File: src/rtl/mprj_wb_mailbox.sv
// Wishbone mailbox responder: CTRL, STATUS, DATA FIFO and SCRATCH in a 16-byte window.
// Define MPRJ_MBOX_IRQ_EN to add CTRL.ien storage and the registered irq_o output.
module mprj_wb_mailbox #(
   parameter logic [31:0] BASE_ADR    = 32'h3000_0000,
   parameter int          FIFO_DEPTH  = 8,
   parameter int          WAIT_STATES = 1
) (
   input  logic        core_clk,
   input  logic        core_rstn,
   input  logic        wb_iena,
   input  logic        cyc_i,
   input  logic        stb_i,
   input  logic        we_i,
   input  logic [3:0]  sel_i,
   input  logic [31:0] adr_i,
   input  logic [31:0] dat_i,
   output logic        ack_o,
   output logic [31:0] dat_o
`ifdef MPRJ_MBOX_IRQ_EN
   ,
   output logic        irq_o
`endif
);

   localparam int AW = (FIFO_DEPTH > 1) ? $clog2(FIFO_DEPTH) : 1;
   localparam int CW = AW + 1;
   localparam logic [CW-1:0] DEPTH_C = CW'(FIFO_DEPTH);

   typedef enum logic [1:0] {
      S_IDLE,
      S_WAIT,
      S_ACK
   } state_t;

   state_t        state_q, state_d;
   logic [2:0]    wcnt_q, wcnt_d;
   logic          req_we_q, req_we_d;
   logic [3:0]    req_sel_q, req_sel_d;
   logic [1:0]    req_reg_q, req_reg_d;
   logic [31:0]   req_dat_q, req_dat_d;
   logic [31:0]   scratch_q, scratch_d;
   logic [AW-1:0] rd_ptr_q, rd_ptr_d;
   logic [AW-1:0] wr_ptr_q, wr_ptr_d;
   logic [CW-1:0] count_q, count_d;
   logic          ovf_q, ovf_d;
   logic          unf_q, unf_d;
   logic [31:0]   mem_q [FIFO_DEPTH];
   logic [31:0]   mem_d [FIFO_DEPTH];

   logic        hit;
   logic        empty;
   logic        full;
   logic        ctrl_ien;
   logic [31:0] status_w;
   logic [31:0] rdata;
   logic        commit_wr;
   logic        commit_rd;
   logic        clr;
   logic        unused_ok;

`ifdef MPRJ_MBOX_IRQ_EN
   logic ien_q, ien_d;
   logic irq_q, irq_d;
   assign ctrl_ien = ien_q;
   assign irq_o    = irq_q;
`else
   assign ctrl_ien = 1'b0;
`endif

   assign unused_ok = ^adr_i[1:0];

   assign hit = cyc_i & stb_i & wb_iena &
                (adr_i[31:4] == BASE_ADR[31:4]);

   assign empty = (count_q == '0);
   assign full  = (count_q == DEPTH_C);

   always_comb begin
      status_w       = '0;
      status_w[0]    = empty;
      status_w[1]    = full;
      status_w[2]    = ovf_q;
      status_w[3]    = unf_q;
      status_w[12:8] = 5'(count_q);
   end

   // Read mux sees pre-commit state, so STATUS and pop data reflect this ACK's start.
   always_comb begin
      rdata = '0;
      case (req_reg_q)
         2'd0: rdata = {31'b0, ctrl_ien};
         2'd1: rdata = status_w;
         2'd2: rdata = empty ? 32'b0 : mem_q[rd_ptr_q];
         2'd3: rdata = scratch_q;
         default: rdata = '0;
      endcase
   end

   assign ack_o = (state_q == S_ACK) & wb_iena;
   assign dat_o = ack_o ? rdata : 32'b0;

   always_comb begin
      state_d   = state_q;
      wcnt_d    = wcnt_q;
      req_we_d  = req_we_q;
      req_sel_d = req_sel_q;
      req_reg_d = req_reg_q;
      req_dat_d = req_dat_q;
      case (state_q)
         S_IDLE: begin
            if (hit) begin
               req_we_d  = we_i;
               req_sel_d = sel_i;
               req_reg_d = adr_i[3:2];
               req_dat_d = dat_i;
               if (WAIT_STATES == 0) begin
                  state_d = S_ACK;
               end else begin
                  state_d = S_WAIT;
                  wcnt_d  = 3'(WAIT_STATES - 1);
               end
            end
         end
         S_WAIT: begin
            if (!(cyc_i && stb_i)) begin
               state_d = S_IDLE;
            end else if (wcnt_q == 3'd0) begin
               state_d = S_ACK;
            end else begin
               wcnt_d = wcnt_q - 3'd1;
            end
         end
         S_ACK:   state_d = S_IDLE;
         default: state_d = S_IDLE;
      endcase
   end

   assign commit_wr = (state_q == S_ACK) &  req_we_q;
   assign commit_rd = (state_q == S_ACK) & ~req_we_q;

   always_comb begin
      scratch_d = scratch_q;
      rd_ptr_d  = rd_ptr_q;
      wr_ptr_d  = wr_ptr_q;
      count_d   = count_q;
      ovf_d     = ovf_q;
      unf_d     = unf_q;
      mem_d     = mem_q;
      clr       = 1'b0;
`ifdef MPRJ_MBOX_IRQ_EN
      ien_d     = ien_q;
`endif
      if (commit_wr) begin
         case (req_reg_q)
            2'd0: begin
`ifdef MPRJ_MBOX_IRQ_EN
               ien_d = req_dat_q[0];
`endif
               clr = req_dat_q[1];
            end
            2'd1: begin
               if (req_dat_q[2]) ovf_d = 1'b0;
               if (req_dat_q[3]) unf_d = 1'b0;
            end
            2'd2: begin
               if (full) begin
                  ovf_d = 1'b1;
               end else begin
                  mem_d[wr_ptr_q] = req_dat_q;
                  wr_ptr_d        = wr_ptr_q + 1'b1;
                  count_d         = count_q + 1'b1;
               end
            end
            2'd3: begin
               for (int b = 0; b < 4; b++) begin
                  if (req_sel_q[b]) scratch_d[b*8 +: 8] = req_dat_q[b*8 +: 8];
               end
            end
            default: ;
         endcase
      end
      if (commit_rd && (req_reg_q == 2'd2)) begin
         if (empty) begin
            unf_d = 1'b1;
         end else begin
            rd_ptr_d = rd_ptr_q + 1'b1;
            count_d  = count_q - 1'b1;
         end
      end
      // Clear is applied last so it overrides any flag set in the same cycle.
      if (clr) begin
         rd_ptr_d = '0;
         wr_ptr_d = '0;
         count_d  = '0;
         ovf_d    = 1'b0;
         unf_d    = 1'b0;
      end
   end

`ifdef MPRJ_MBOX_IRQ_EN
   assign irq_d = ien_d & (count_d != '0);

   always_ff @(posedge core_clk or negedge core_rstn) begin
      if (!core_rstn) begin
         ien_q <= 1'b0;
         irq_q <= 1'b0;
      end else begin
         ien_q <= ien_d;
         irq_q <= irq_d;
      end
   end
`endif

   always_ff @(posedge core_clk or negedge core_rstn) begin
      if (!core_rstn) begin
         state_q   <= S_IDLE;
         wcnt_q    <= '0;
         req_we_q  <= 1'b0;
         req_sel_q <= '0;
         req_reg_q <= '0;
         req_dat_q <= '0;
         scratch_q <= '0;
         rd_ptr_q  <= '0;
         wr_ptr_q  <= '0;
         count_q   <= '0;
         ovf_q     <= 1'b0;
         unf_q     <= 1'b0;
         for (int i = 0; i < FIFO_DEPTH; i++) mem_q[i] <= '0;
      end else begin
         state_q   <= state_d;
         wcnt_q    <= wcnt_d;
         req_we_q  <= req_we_d;
         req_sel_q <= req_sel_d;
         req_reg_q <= req_reg_d;
         req_dat_q <= req_dat_d;
         scratch_q <= scratch_d;
         rd_ptr_q  <= rd_ptr_d;
         wr_ptr_q  <= wr_ptr_d;
         count_q   <= count_d;
         ovf_q     <= ovf_d;
         unf_q     <= unf_d;
         for (int i = 0; i < FIFO_DEPTH; i++) mem_q[i] <= mem_d[i];
      end
   end

endmodule

File: config.mk
export PLATFORM = sky130hd
export DESIGN_NAME = mprj_wb_mailbox
export DESIGN_NICKNAME = d
export VERILOG_FILES = /design/src/rtl/mprj_wb_mailbox.sv
export SDC_FILE = /design/constraint.sdc
export NUM_CORES = 1
export LEC_CHECK = 0
export BUFFER_PORTS_ARGS = -buffer_cell sky130_fd_sc_hd__clkbuf_2
export CAP_MARGIN = 0
export CORE_ASPECT_RATIO = 0.8
export CORE_MARGIN = 5
export CORE_UTILIZATION = 40
export DETAILED_ROUTE_END_ITERATION = 8
export MAX_ROUTING_LAYER = met4
export SYNTH_ARGS = -nofsm -noshare
export SYNTH_HDL_FRONTEND = slang
export SYNTH_SLANG_ARGS = --single-unit
File: constraint.sdc
create_clock -name core_clk -period 4.5 [get_ports core_clk]
set_clock_uncertainty 0.15 [all_clocks]
set_input_delay 0.675 -clock core_clk [delete_from_list [all_inputs] [get_ports core_clk]]
set_output_delay 0.675 -clock core_clk [all_outputs]
set_load 0.02 [all_outputs]
==> impl_results.md, run 1 <==
* Run status: finished, final reports clean
* # diodes at 0
* Period utilization at 84.8%
* Setup WS pre-CTS at 1190 ps
* Clock-pin slew on the worst setup and hold paths at 60 ps
* Largest net degree at the start of global routing at 111
* RR Endpoint: mem_q[128]$_DFFE_PN0P_
* Port Buf Inserts at 104
* First-pass GRT wire length at 58200 microns
* Max-cap violations at 0
* Reg2reg start: count_q[0]$_DFF_PN0_
* RSZ-0062 raised after global routing: false
* Final worst path period need at 3820 ps
* LEAKAGE at 8.70 nW
* Clock Root Buffer: clkbuf_16
* Final GP Congestion at 0.769
* Initial core utilization at 40.3%
* WL/cell at 21.2 microns
* Final Hold Vio Count at 0
* Setup bufs post-CTS at 0
* Async SR Flop Fraction at 100%
* Routed wire length at 36300 microns
* Post-synthesis compound-gate area fraction at 2.71%
* Critical path type: reg2out
* Core Area at 39400 sq um
* Critical path required time at 3670 ps
* Antenna violations before repair at 0
* Peak Freq at 0.262 GHz
* Post-CTS Resized at 0
* CTS buffer count at 38
* Avg Inst Size Synth at 14.7 sq um
* IO Pins at 107
* Layout cells sized above 1 at 45.6%
* Tot Pwr at 6.35 mW
* Worst Path Arrival at 2990 ps
* FF-to-FF path depth at 7
* Via count at 9136
* Critical path launch point: count_q[0]$_DFF_PN0_
* Slew of the pin with the lowest slew margin at 1230 ps
* Most frequent cells in the layout: dfrtp_1 (342), mux2_2 (270), clkbuf_2 (103)
* CTS tree: built
* # rows at 65
* Most common flop cell mapped by yosys: dfrtp_1
* Cts hold-fix bufs at 0
* Worst IR Drop VDD at 0.180 mV
* Worst setup slack after layout at 684 ps
* Commonest non-fill, non-tap cell in the layout: dfrtp_1
* Startpoint types: flip-flop
* Hold Crit Class: in2async
* Drc violations at 0
* Area grow syn2layout at 14.1%
* Setup_tns at 0 ps
* Grt ovf at 0
* Simple-gate share of the synthesized area at 4.30%
* Antenna Nets Post-Route at 0
* Clock Latency Late Sink at 520 ps
* DRT Pass-1 Iters at 4
* Post-synth EDFFs at 0
* Synth Instances at 1082
* Synthesized area at 15900 sq um
* R2R setup slack at 1310 ps
* Seq cells post-synth at 344
* Core Util, Final at 46.0%
* Relative slew slack at 18.0%
* Syn Nets at 1162
* Die Footprint at 43800 sq um
* Mux cell area share after synthesis at 34.4%
* Initial DRC count at 417
* Layout Nets at 1229
* Yosys cell types at 50
* Adder-Cell Fraction of Synth Area at 0.473%
* Sequential share of the synthesized area at 54.2%
* Bufs on Longest Clock Path at 3
* Crit path max fanout at 14
* Setup Viol. Count Final at 0
* Die H at 188 microns
* Die X at 233 microns
* Vias in the first global route at 9723
* Total track usage at 17.3%
* Synth Area in XOR/XNOR at 0.331%
* H-tree depth at 2
* Crit. End Element: primary output
* Clock sink count at 344
* Power density cells at 350 nW/um^2
* Vias per cell at 5.34
* Ys Warns at 0
* Largest family of logic cells by synthesized area: multiplexers
* Dpl hpwl at 22300 microns
* Final Max Tran Viols at 0
flip-flops by register name, indices dropped and copies added (netlist names):
name / cells
req_sel_q: 4
mem_q: 256
wcnt_q: 3
count_q: 4
state_q: 2
req_reg_q: 2
ovf_q: 1
unf_q: 1
req_dat_q: 32
req_we_q: 1
wr_ptr_q: 3
scratch_q: 32
rd_ptr_q: 3
per-stage QoR:
stage,instance area (sq um),hold WS [ps],cells
3_5_place_dp,16800,320,1645
5_1_grt,18100,117,1710
4_1_cts,18100,89.7,1710
3_3_place_gp,16800,313,1645
6_report,18100,51.8,1710
2_1_floorplan,15900,229,1082
cells by family after synthesis:
logic type / Yosys count
muxes: 433
DFF: 344
and+or+nand+nor: 125
buffers and inverters: 110
AOI/OAI and AO/OA: 58
xor gates and xnor gates: 6
adders and majority gates: 6
how the worst max path moves through the flow:
stage / end / slack [ps] / cells past startpoint
after floorplan: dat_o[10] / 1450 / 9
after global placement: dat_o[0] / 1230 / 6
after detailed placement: dat_o[1] / 1190 / 8
after CTS: dat_o[1] / 630 / 8
after global routing: dat_o[1] / 520 / 8
final: dat_o[11] / 680 / 8
cells in the mapped netlist, types with 4 or more instances:
library cell / n / share of area, %
a21oi_1: 4 / 0.13
a22oi_1: 37 / 1.7
a311oi_1: 7 / 0.39
and2_1: 4 / 0.16
buf_1: 36 / 0.85
buf_2: 28 / 0.88
buf_4: 9 / 0.43
buf_6: 9 / 0.64
clkbuf_1: 20 / 0.47
dfrtp_1: 344 / 54
ha_1: 6 / 0.47
inv_1: 6 / 0.14
mux2_1: 74 / 5.2
mux2_2: 270 / 19
mux2_4: 10 / 0.95
mux2i_1: 27 / 1.7
mux4_2: 52 / 7.4
nand2_1: 19 / 0.45
nand3_1: 13 / 0.41
nor2_1: 43 / 1.0
nor2b_1: 4 / 0.16
nor3_1: 6 / 0.19
nor4_1: 4 / 0.16
nor4b_1: 5 / 0.28
per-layer routing:
layer / vias up / global-route usage, % / part of all wire (%)
met4: 0 / 3.68 / 1.8
met5: - / - / 0
met2: 170 / 27.3 / 48
met1: 4828 / 24.2 / 46
li1: 4092 / - / -
met3: 46 / 2.56 / 3.7
report_power, final:
| group | switching (mW) | internal, mW | total (mW) |
|---|---|---|---|
| combinational | 0.0693 | 0.0280 | 0.0973 |
| sequential | 0.0000000258 | 3.09 | 3.09 |
| clock | 1.23 | 1.93 | 3.16 |
| total | 1.30 | 5.05 | 6.35 |
critical path, cell delays in order, from the launching register on:
cell	delay, ps
dfrtp_1	470
inv_1	80
ha_1	230
or3b_2	300
and2_1	340
buf_4	320
nand3_1	180
a311oi_1	330
clkbuf_2	220
cell type report:
type                            instances  area (sq um)
Sequential cell                       344          8610
Timing Repair Buffer                  131           808
Multi-Input combinational cell        628          6730
Inverter                                6          22.5
Tap cell                              536           671
Fill cell                            3556         21300
Clock inverter                         11           169
Clock buffer                           54          1100
Note: power is estimated with default switching activity, not from simulation.
==> run 2: changes to the inputs <==
--- a/config.mk
+++ b/config.mk
@@ -5,6 +5,7 @@
 export SDC_FILE = /design/constraint.sdc
 export NUM_CORES = 1
 export LEC_CHECK = 0
+export ABC_AREA = 1
 export BUFFER_PORTS_ARGS = -buffer_cell sky130_fd_sc_hd__clkbuf_2
 export CAP_MARGIN = 0
 export CORE_ASPECT_RATIO = 0.8
==> constraint.sdc (replaced) <==
create_clock -name core_clk -period 3.85 [get_ports core_clk]
set_clock_uncertainty 0.15 [all_clocks]
set_input_delay 0.5775 -clock core_clk [delete_from_list [all_inputs] [get_ports core_clk]]
set_output_delay 0.5775 -clock core_clk [all_outputs]
set_load 0.02 [all_outputs]
==> impl_results.md, run 2 <==
* Run status: finished, final reports clean (unchanged)
* Crit path to: dat_o[11] (unchanged)
* Clock Latency Late Sink at 520 ps (about the same)
* Layout cells sized above 1 at 9.95% (was 45.6%)
* Die X at 234 microns (was 233 microns)
* WL/cell at 16.5 microns (was 21.2 microns)
* Critical path type: reg2out (unchanged)
* Period utilization at 91.2%
* Final worst path period need at 3510 ps
* # rows at 65 (unchanged)
* Grt ovf at 0 (unchanged)
* Seq cells post-synth at 344 (unchanged)
* First-pass GRT wire length at 71200 microns (was 58200 microns)
* Peak Freq at 0.285 GHz
* Final Max Tran Viols at 0 (unchanged)
* Synthesized area at 16000 sq um (was 15900 sq um)
* Total track usage at 20.6% (was 17.3%)
* Worst Path Arrival at 2780 ps (was 2990 ps)
* Top reg by flops: mem_q (unchanged)
* Synth area leader: dfrtp_1 (unchanged)
* Vias in the first global route at 13000 (was 9723)
* Setup Viol. Count Final at 0 (unchanged)
* Worst IR Drop VDD at 0.250 mV (was 0.180 mV)
* Reg2reg start: count_q[0]$_DFF_PN0_ (unchanged)
* Avg Inst Size Synth at 7.81 sq um (was 14.7 sq um)
* Dpl hpwl at 24300 microns (was 22300 microns)
* Ys Warns at 0 (unchanged)
* Register share of total power at 47.6% (was 48.7%)
* Most frequent cell after synthesis: nand2_1 (was dfrtp_1)
* Core Area at 39500 sq um (was 39400 sq um)
* Slew of the pin with the lowest slew margin at 918 ps (was 1230 ps)
* CTS tree: built (unchanged)
* Routed wire length at 44000 microns (was 36300 microns)
* H-tree depth at 2 (unchanged)
* RR Endpoint: mem_q[231]$_DFFE_PN0P_ (was mem_q[128]$_DFFE_PN0P_)
* Hold Crit Class: in2reg (was in2async)
* Port Buf Inserts at 104 (unchanged)
* Clk pwr share at 50.8% (was 49.7%)
* Vias per cell at 4.99 (was 5.34)
* Net Sw Frac at 20.4% (about the same)
* Power density cells at 416 nW/um^2 (was 350 nW/um^2)
* Synth Instances at 2054 (was 1082)
* Switching pwr at 1.55 mW (was 1.30 mW)
* R2R setup slack at 1250 ps (was 1310 ps)
* Largest register FFs at 256 (unchanged)
* Most common flop cell mapped by yosys: dfrtp_1 (unchanged)
* Initial DRC count at 1074 (was 417)
* DRT Pass-1 Iters at 5 (was 4)
* Relative slew slack at 38.8% (was 18.0%)
* Die H at 189 microns (was 188 microns)
* Clock sink count at 344 (unchanged)
* Setup_tns at 0 ps (unchanged)
* Worst setup slack after layout at 340 ps (was 684 ps)
* Int Pwr at 6.05 mW (was 5.05 mW)
* Hold_ws at 98.0 ps (was 51.8 ps)
* Max-cap violations at 0 (unchanged)
* Post-synth top cells: nand2_1 (771), dfrtp_1 (344), o21ai_1 (196) (was dfrtp_1 (344), mux2_2 (270), mux2_1 (74))
* Sequential share of the synthesized area at 53.7% (was 54.2%)
* Post-synth EDFFs at 0 (unchanged)
* FF-to-FF path depth at 10 (was 7)
* IO Pins at 107 (unchanged)
* Syn Nets at 2134 (was 1162)
* Final GP Congestion at 0.796 (was 0.769)
* Setup bufs post-CTS at 0 (unchanged)
* Bufs on Longest Clock Path at 3 (unchanged)
* RSZ-0062 raised after global routing: false (unchanged)
* Crit path max fanout at 33 (was 14)
* Yosys cell types at 28 (was 50)
* Drc violations at 0 (unchanged)
* Synth top area share at 53.7% (was 54.2%)
* Antenna violations before repair at 0 (unchanged)
* Largest net degree at the start of global routing at 130 (was 111)
* Most frequent cells in the layout: nand2_1 (770), dfrtp_1 (342), o21ai_1 (196) (was dfrtp_1 (342), mux2_2 (270), clkbuf_2 (103))
* Setup WS pre-CTS at 888 ps (was 1190 ps)
* Commonest non-fill, non-tap cell in the layout: nand2_1 (was dfrtp_1)
* Synth top area cells: dfrtp_1 (54%), nand2_1 (18%), o21ai_1 (6.1%) (was dfrtp_1 (54%), mux2_2 (19%), mux4_2 (7.4%))
* LEAKAGE at 8.55 nW (was 8.70 nW)
* Via count at 13300 (was 9136)
* Initial core utilization at 40.6% (was 40.3%)
* # diodes at 0 (unchanged)
* Final Hold Vio Count at 0 (unchanged)
* Area grow syn2layout at 13.9% (was 14.1%)
* Clock-pin slew on the worst setup and hold paths at 60 ps (about the same)
* Regs by FF count: mem_q (256), req_dat_q (32), scratch_q (32) (unchanged)
* Layout Nets at 2182 (was 1229)
* Critical path required time at 3120 ps (was 3670 ps)
* Antenna Nets Post-Route at 0 (unchanged)
* CTS buffer count at 38 (unchanged)
* Die Footprint at 44200 sq um (was 43800 sq um)
* Crit. End Element: primary output (unchanged)
* Comb power frac at 1.6% (was 1.5%)
* Async SR Flop Fraction at 100% (unchanged)
* Clock Root Buffer: clkbuf_16 (unchanged)
* Critical path launch point: count_q[0]$_DFF_PN0_ (unchanged)
* Startpoint types: flip-flop (unchanged)
## run 2: cell types whose count changed in the layout (fill, tap and decap cells not counted), sizes merged, moves of 5 or more
| cell | before | now |
|---|---|---|
| inv | 6 | 141 |
| a311oi | 7 | 0 |
| nor2 | 43 | 139 |
| nor4b | 5 | 0 |
| buf | 28 | 22 |
| nand2 | 19 | 781 |
| nand3 | 14 | 135 |
| mux2 | 354 | 0 |
| a22oi | 37 | 2 |
| mux4 | 52 | 0 |
| mux2i | 27 | 0 |
| o21ai | 3 | 300 |
| nor4 | 5 | 0 |
| a21oi | 4 | 67 |
## run 2: worst min path at each step
stage / to / from / slack (ps) / cells past startpoint
after global placement: req_sel_q[1]$_DFFE_PN0P_ / req_sel_q[1]$_DFFE_PN0P_ / 310 / 2
after CTS: req_dat_q[23]$_DFFE_PN0P_ / dat_i[23] / 70 / 3
after global routing: req_dat_q[16]$_DFFE_PN0P_ / dat_i[16] / 90 / 3
after detailed placement: req_sel_q[0]$_DFFE_PN0P_ / req_sel_q[0]$_DFFE_PN0P_ / 320 / 2
final: req_dat_q[23]$_DFFE_PN0P_ / dat_i[23] / 100 / 3
after floorplan: count_q[0]$_DFF_PN0_ / core_rstn / 130 / 0
## run 2: layout make-up
cell class / count / area (sq um)
clock inverters: 12 / 189
well taps: 536 / 671
flip-flops and latches: 344 / 8610
fillers: 3988 / 21300
multi-input cells: 1450 / 6330
repair buffers: 126 / 786
inverters: 142 / 534
clock buffers: 57 / 1150
## run 2: metrics by stage
stage | cell area (sq um) | utilization, % | total power, mW | instances
floorplan | 16000 | - | 3.69 | 2054
global placement | 16900 | 42.8 | 3.81 | 2597
detailed placement | 16900 | 42.8 | 3.81 | 2597
CTS | 18300 | 46.2 | 7.70 | 2667
global route | 18300 | 46.2 | 7.87 | 2667
finish | 18300 | 46.2 | 7.60 | 2667
## run 2: routing by layer
metal  global-route usage, %  wire [microns]  vias up
li1                        -               -     6615
met5                       -               0        -
met3                    2.80            2130       65
met4                    4.56             835        0
met2                    31.8           20000      315
met1                    29.2           21000     6319
## run 2: cells by family (layout without fill, tap and decap cells)
family          after synthesis  count (layout)  synth area share [%]
xor+xnor                      4               4                 0.218
compound gates              375             375                  11.8
flops                       344             344                  53.7
fa+ha+maj                     6               6                 0.468
buf+inv                     260             337                  6.92
simple gates               1065            1065                  26.9
## run 2: worst max-delay path, stage by stage, from the launching register on
cell and delay [ps]:
dfrtp_1 350, inv_1 130, ha_1 260, nand2_1 110
nor2_1 100, nor2_2 90, buf_4 500, nand3_1 140
a21oi_1 310, clkbuf_2 240
## run 2: what timing repair did
action | in CTS | in global routing
endpoints found under the hold margin | 67 | 0
resized for setup | 0 | 0
hold buffers | 1 | 0
## run 2: power by group through the flow
| stage | registers, mW | logic (mW) | clock network, mW |
|---|---|---|---|
| after floorplan | 3.68 | 0.00499 | 0 |
| after global placement | 3.68 | 0.126 | 0 |
| after detailed placement | 3.68 | 0.126 | 0 |
| after CTS | 3.62 | 0.127 | 3.95 |
| after global routing | 3.61 | 0.144 | 4.11 |
| final | 3.62 | 0.121 | 3.86 |
==> run 3: changes to the inputs <==
--- a/config.mk
+++ b/config.mk
@@ -11,6 +11,7 @@
 export CORE_ASPECT_RATIO = 0.8
 export CORE_MARGIN = 5
 export CORE_UTILIZATION = 40
+export CTS_BUF_LIST = sky130_fd_sc_hd__clkbuf_16
 export DETAILED_ROUTE_END_ITERATION = 8
 export MAX_ROUTING_LAYER = met4
 export SYNTH_ARGS = -nofsm -noshare
==> constraint.sdc (replaced) <==
create_clock -name core_clk -period 3.85 [get_ports core_clk]
set_clock_uncertainty 0.15 [all_clocks]
set_input_delay 0.5775 -clock core_clk [delete_from_list [all_inputs] [get_ports core_clk]]
set_output_delay 0.5775 -clock core_clk [all_outputs]
set_load 0.005 [all_outputs]
==> impl_results.md, run 3 (synthesized netlist as in run 2, its figures left out) <==
* Run status: finished, final reports clean (unchanged)
* Relative slew slack at 42.4% (was 38.8%)
* Vias in the first global route at 13200 (was 13000)
* # diodes at 0 (unchanged)
* Metal3 WL at 2160 microns (was 2130 microns)
* Via count at 13400 (was 13300)
* Final Max Tran Viols at 0 (unchanged)
* WL/cell at 16.3 microns (was 16.5 microns)
* Routed wire length at 43500 microns (was 44000 microns)
* Clock sink count at 344 (unchanged)
* RSZ-0062 raised after global routing: false (unchanged)
* Area grow syn2layout at 12.8% (was 13.9%)
* Worst hold stages at 3 (unchanged)
* Net Sw Frac at 21.0% (was 20.4%)
* Antenna Nets Post-Route at 0 (unchanged)
* IO Pins at 107 (unchanged)
* Slew of the pin with the lowest slew margin at 865 ps (was 918 ps)
* Vias per cell at 5.01 (was 4.99)
* CTS buffer count at 37 (was 38)
* Hold EP: req_dat_q[19]$_DFFE_PN0P_ (was req_dat_q[23]$_DFFE_PN0P_)
* Layout Nets at 2184 (was 2182)
* Final GP Congestion at 0.778 (was 0.796)
* Top reg by flops: mem_q (unchanged)
* Die H at 189 microns (unchanged)
* Antenna violations before repair at 0 (unchanged)
* Final Hold Vio Count at 0 (unchanged)
* Final worst path period need at 3620 ps (was 3510 ps)
* Initial core utilization at 40.6% (unchanged)
* Top Layer Used: met4 (unchanged)
* Largest register FFs at 256 (unchanged)
* Delay of the slowest critical-path stage at 610 ps (was 500 ps)
* Peak Freq at 0.276 GHz (was 0.285 GHz)
* Commonest non-fill, non-tap cell in the layout: nand2_1 (unchanged)
* Regs by FF count: mem_q (256), req_dat_q (32), scratch_q (32) (unchanged)
* DRT Pass-1 Iters at 5 (unchanged)
* Max-cap violations at 0 (unchanged)
* Critical path required time at 3120 ps (about the same)
* Most frequent cells in the layout: nand2_1 (770), dfrtp_1 (342), o21ai_1 (196) (unchanged)
* Die Footprint at 44200 sq um (unchanged)
* Power density cells at 397 nW/um^2 (was 416 nW/um^2)
* H-tree depth at 2 (unchanged)
* Clock Root Buffer: clkbuf_16 (unchanged)
* Clock Latency Late Sink at 530 ps (was 520 ps)
* LEAKAGE at 8.49 nW (was 8.55 nW)
* Int Pwr at 5.67 mW (was 6.05 mW)
* Switching pwr at 1.51 mW (was 1.55 mW)
* Clk pwr share at 48.0% (was 50.8%)
* R2R setup slack at 1320 ps (was 1250 ps)
* Setup_tns at 0 ps (unchanged)
* Port Buf Inserts at 104 (unchanged)
* Die X at 234 microns (unchanged)
* Dpl hpwl at 24500 microns (was 24300 microns)
* Layout cells sized above 1 at 9.53% (was 9.95%)
* CTS tree: built (unchanged)
* Comb power frac at 1.7% (was 1.6%)
* Total track usage at 20.6% (about the same)
* Final Non-Filler Cells at 2666 (was 2667)
* Core Area at 39500 sq um (unchanged)
* Dpl cells at 2600 (was 2597)
* Bufs on Longest Clock Path at 3 (unchanged)
* Reg2reg start: req_reg_q[0]$_DFFE_PN0P_ (was count_q[0]$_DFF_PN0_)
* FF-to-FF path depth at 5 (was 10)
* CP cell instances: inv_1 > nand2_1 > nor2_1 > clkinv_1 > buf_4 > a21oi_1 > clkbuf_2 (was inv_1 > ha_1 > nand2_1 > nor2_1 > nor2_2 > buf_4 > nand3_1 > a21oi_1 > clkbuf_2)
* # rows at 65 (unchanged)
* Initial DRC count at 1196 (was 1074)
* Worst Path Arrival at 2890 ps (was 2780 ps)
* WL met2 at 19500 microns (was 20000 microns)
* Register share of total power at 50.3% (was 47.6%)
* Met1 WL at 20900 microns (was 21000 microns)
* Worst IR Drop VDD at 0.271 mV (was 0.250 mV)
* Drc violations at 0 (unchanged)
* First-pass GRT wire length at 71600 microns (was 71200 microns)
* Crit. End Element: primary output (unchanged)
* Hold path startpoint: dat_i[19] (was dat_i[23])
* Setup Viol. Count Final at 0 (unchanged)
* Critical path type: reg2out (unchanged)
* Grt ovf at 0 (unchanged)
* Clock-pin slew on the worst setup and hold paths at 60 ps (about the same)
* Startpoint types: flip-flop (unchanged)
* Crit path max fanout at 16 (was 33)
* Post-CTS Resized at 0 (unchanged)
* RR Endpoint: scratch_q[10]$_DFFE_PN0P_ (was mem_q[231]$_DFFE_PN0P_)
* Largest net degree at the start of global routing at 130 (unchanged)
* Period utilization at 94.0% (was 91.2%)
* Layout fillers at 3965 (was 3988)
* Hold Crit Class: in2reg (unchanged)
* CP max-delay cell: clkinv_1 (was buf_4)
## run 3: cell types whose count changed in the layout (fill, tap and decap cells not counted), sizes merged
cell    previous run  this run
buf               22        25
bufinv             5         3
clkbuf           160       142
clkinv             8        20
inv              141       145
## run 3: worst max path at each step
stage	endpoint	cells past startpoint	slack [ps]	startpoint
2_1_floorplan	dat_o[10]	8	1560	count_q[0]$_DFF_PN0_
3_3_place_gp	dat_o[11]	7	660	wb_iena
3_5_place_dp	dat_o[11]	7	660	wb_iena
4_1_cts	dat_o[11]	7	210	state_q[0]$_DFFE_PN0P_
5_1_grt	dat_o[11]	7	20	state_q[0]$_DFFE_PN0P_
6_report	dat_o[0]	7	230	state_q[0]$_DFFE_PN0P_
## run 3: timing repair
item / in CTS / in global routing
endpoints found under the hold margin: 78 / 0
endpoints found under the setup margin: 0 / 0
buffers inserted: 0 / 0
hold buffers: 1 / 0
## run 3: stage by stage
stage / total power [mW] / hold slack, ps / instance area, sq um / setup slack, ps / utilization (%)
2_1_floorplan: 3.69 / 132 / 16000 / 1560 / -
3_3_place_gp: 3.81 / 313 / 16900 / 656 / 42.8
3_5_place_dp: 3.81 / 315 / 16900 / 664 / 42.8
4_1_cts: 7.28 / 75.8 / 18100 / 210 / 45.8
5_1_grt: 7.43 / 94.5 / 18100 / 21.3 / 45.8
6_report: 7.18 / 93.5 / 18100 / 231 / 45.8
## run 3: layout make-up
type / count / area, sq um / share of cell area (%)
clock buffers: 39 / 976 / 5.39
inverters: 142 / 534 / 2.95
well taps: 536 / 671 / 3.71
multi-input cells: 1450 / 6330 / 35.0
repair buffers: 129 / 783 / 4.33
clock inverters: 26 / 186 / 1.03
flip-flops and latches: 344 / 8610 / 47.6
## run 3: metal layers
layer,vias up,GRT usage (%)
li1,6622,-
met4,0,4.67
met3,74,2.98
met5,-,-
met2,317,32.0
met1,6338,29.0
## run 3: power by group through the flow
| stage | clock, mW | sequential (mW) | combinational, mW |
|---|---|---|---|
| floorplan | 0 | 3.68 | 0.00499 |
| CTS | 3.53 | 3.62 | 0.127 |
| global placement | 0 | 3.68 | 0.125 |
| detailed placement | 0 | 3.68 | 0.126 |
| finish | 3.45 | 3.62 | 0.120 |
| global route | 3.67 | 3.61 | 0.143 |
## run 3: worst max-delay path: cells and delay by family, from the launching register on
kind,cells,cell delay [ps]
buf+inv,4,1370
simple gates,2,240
flops,1,450
compound gates,1,300
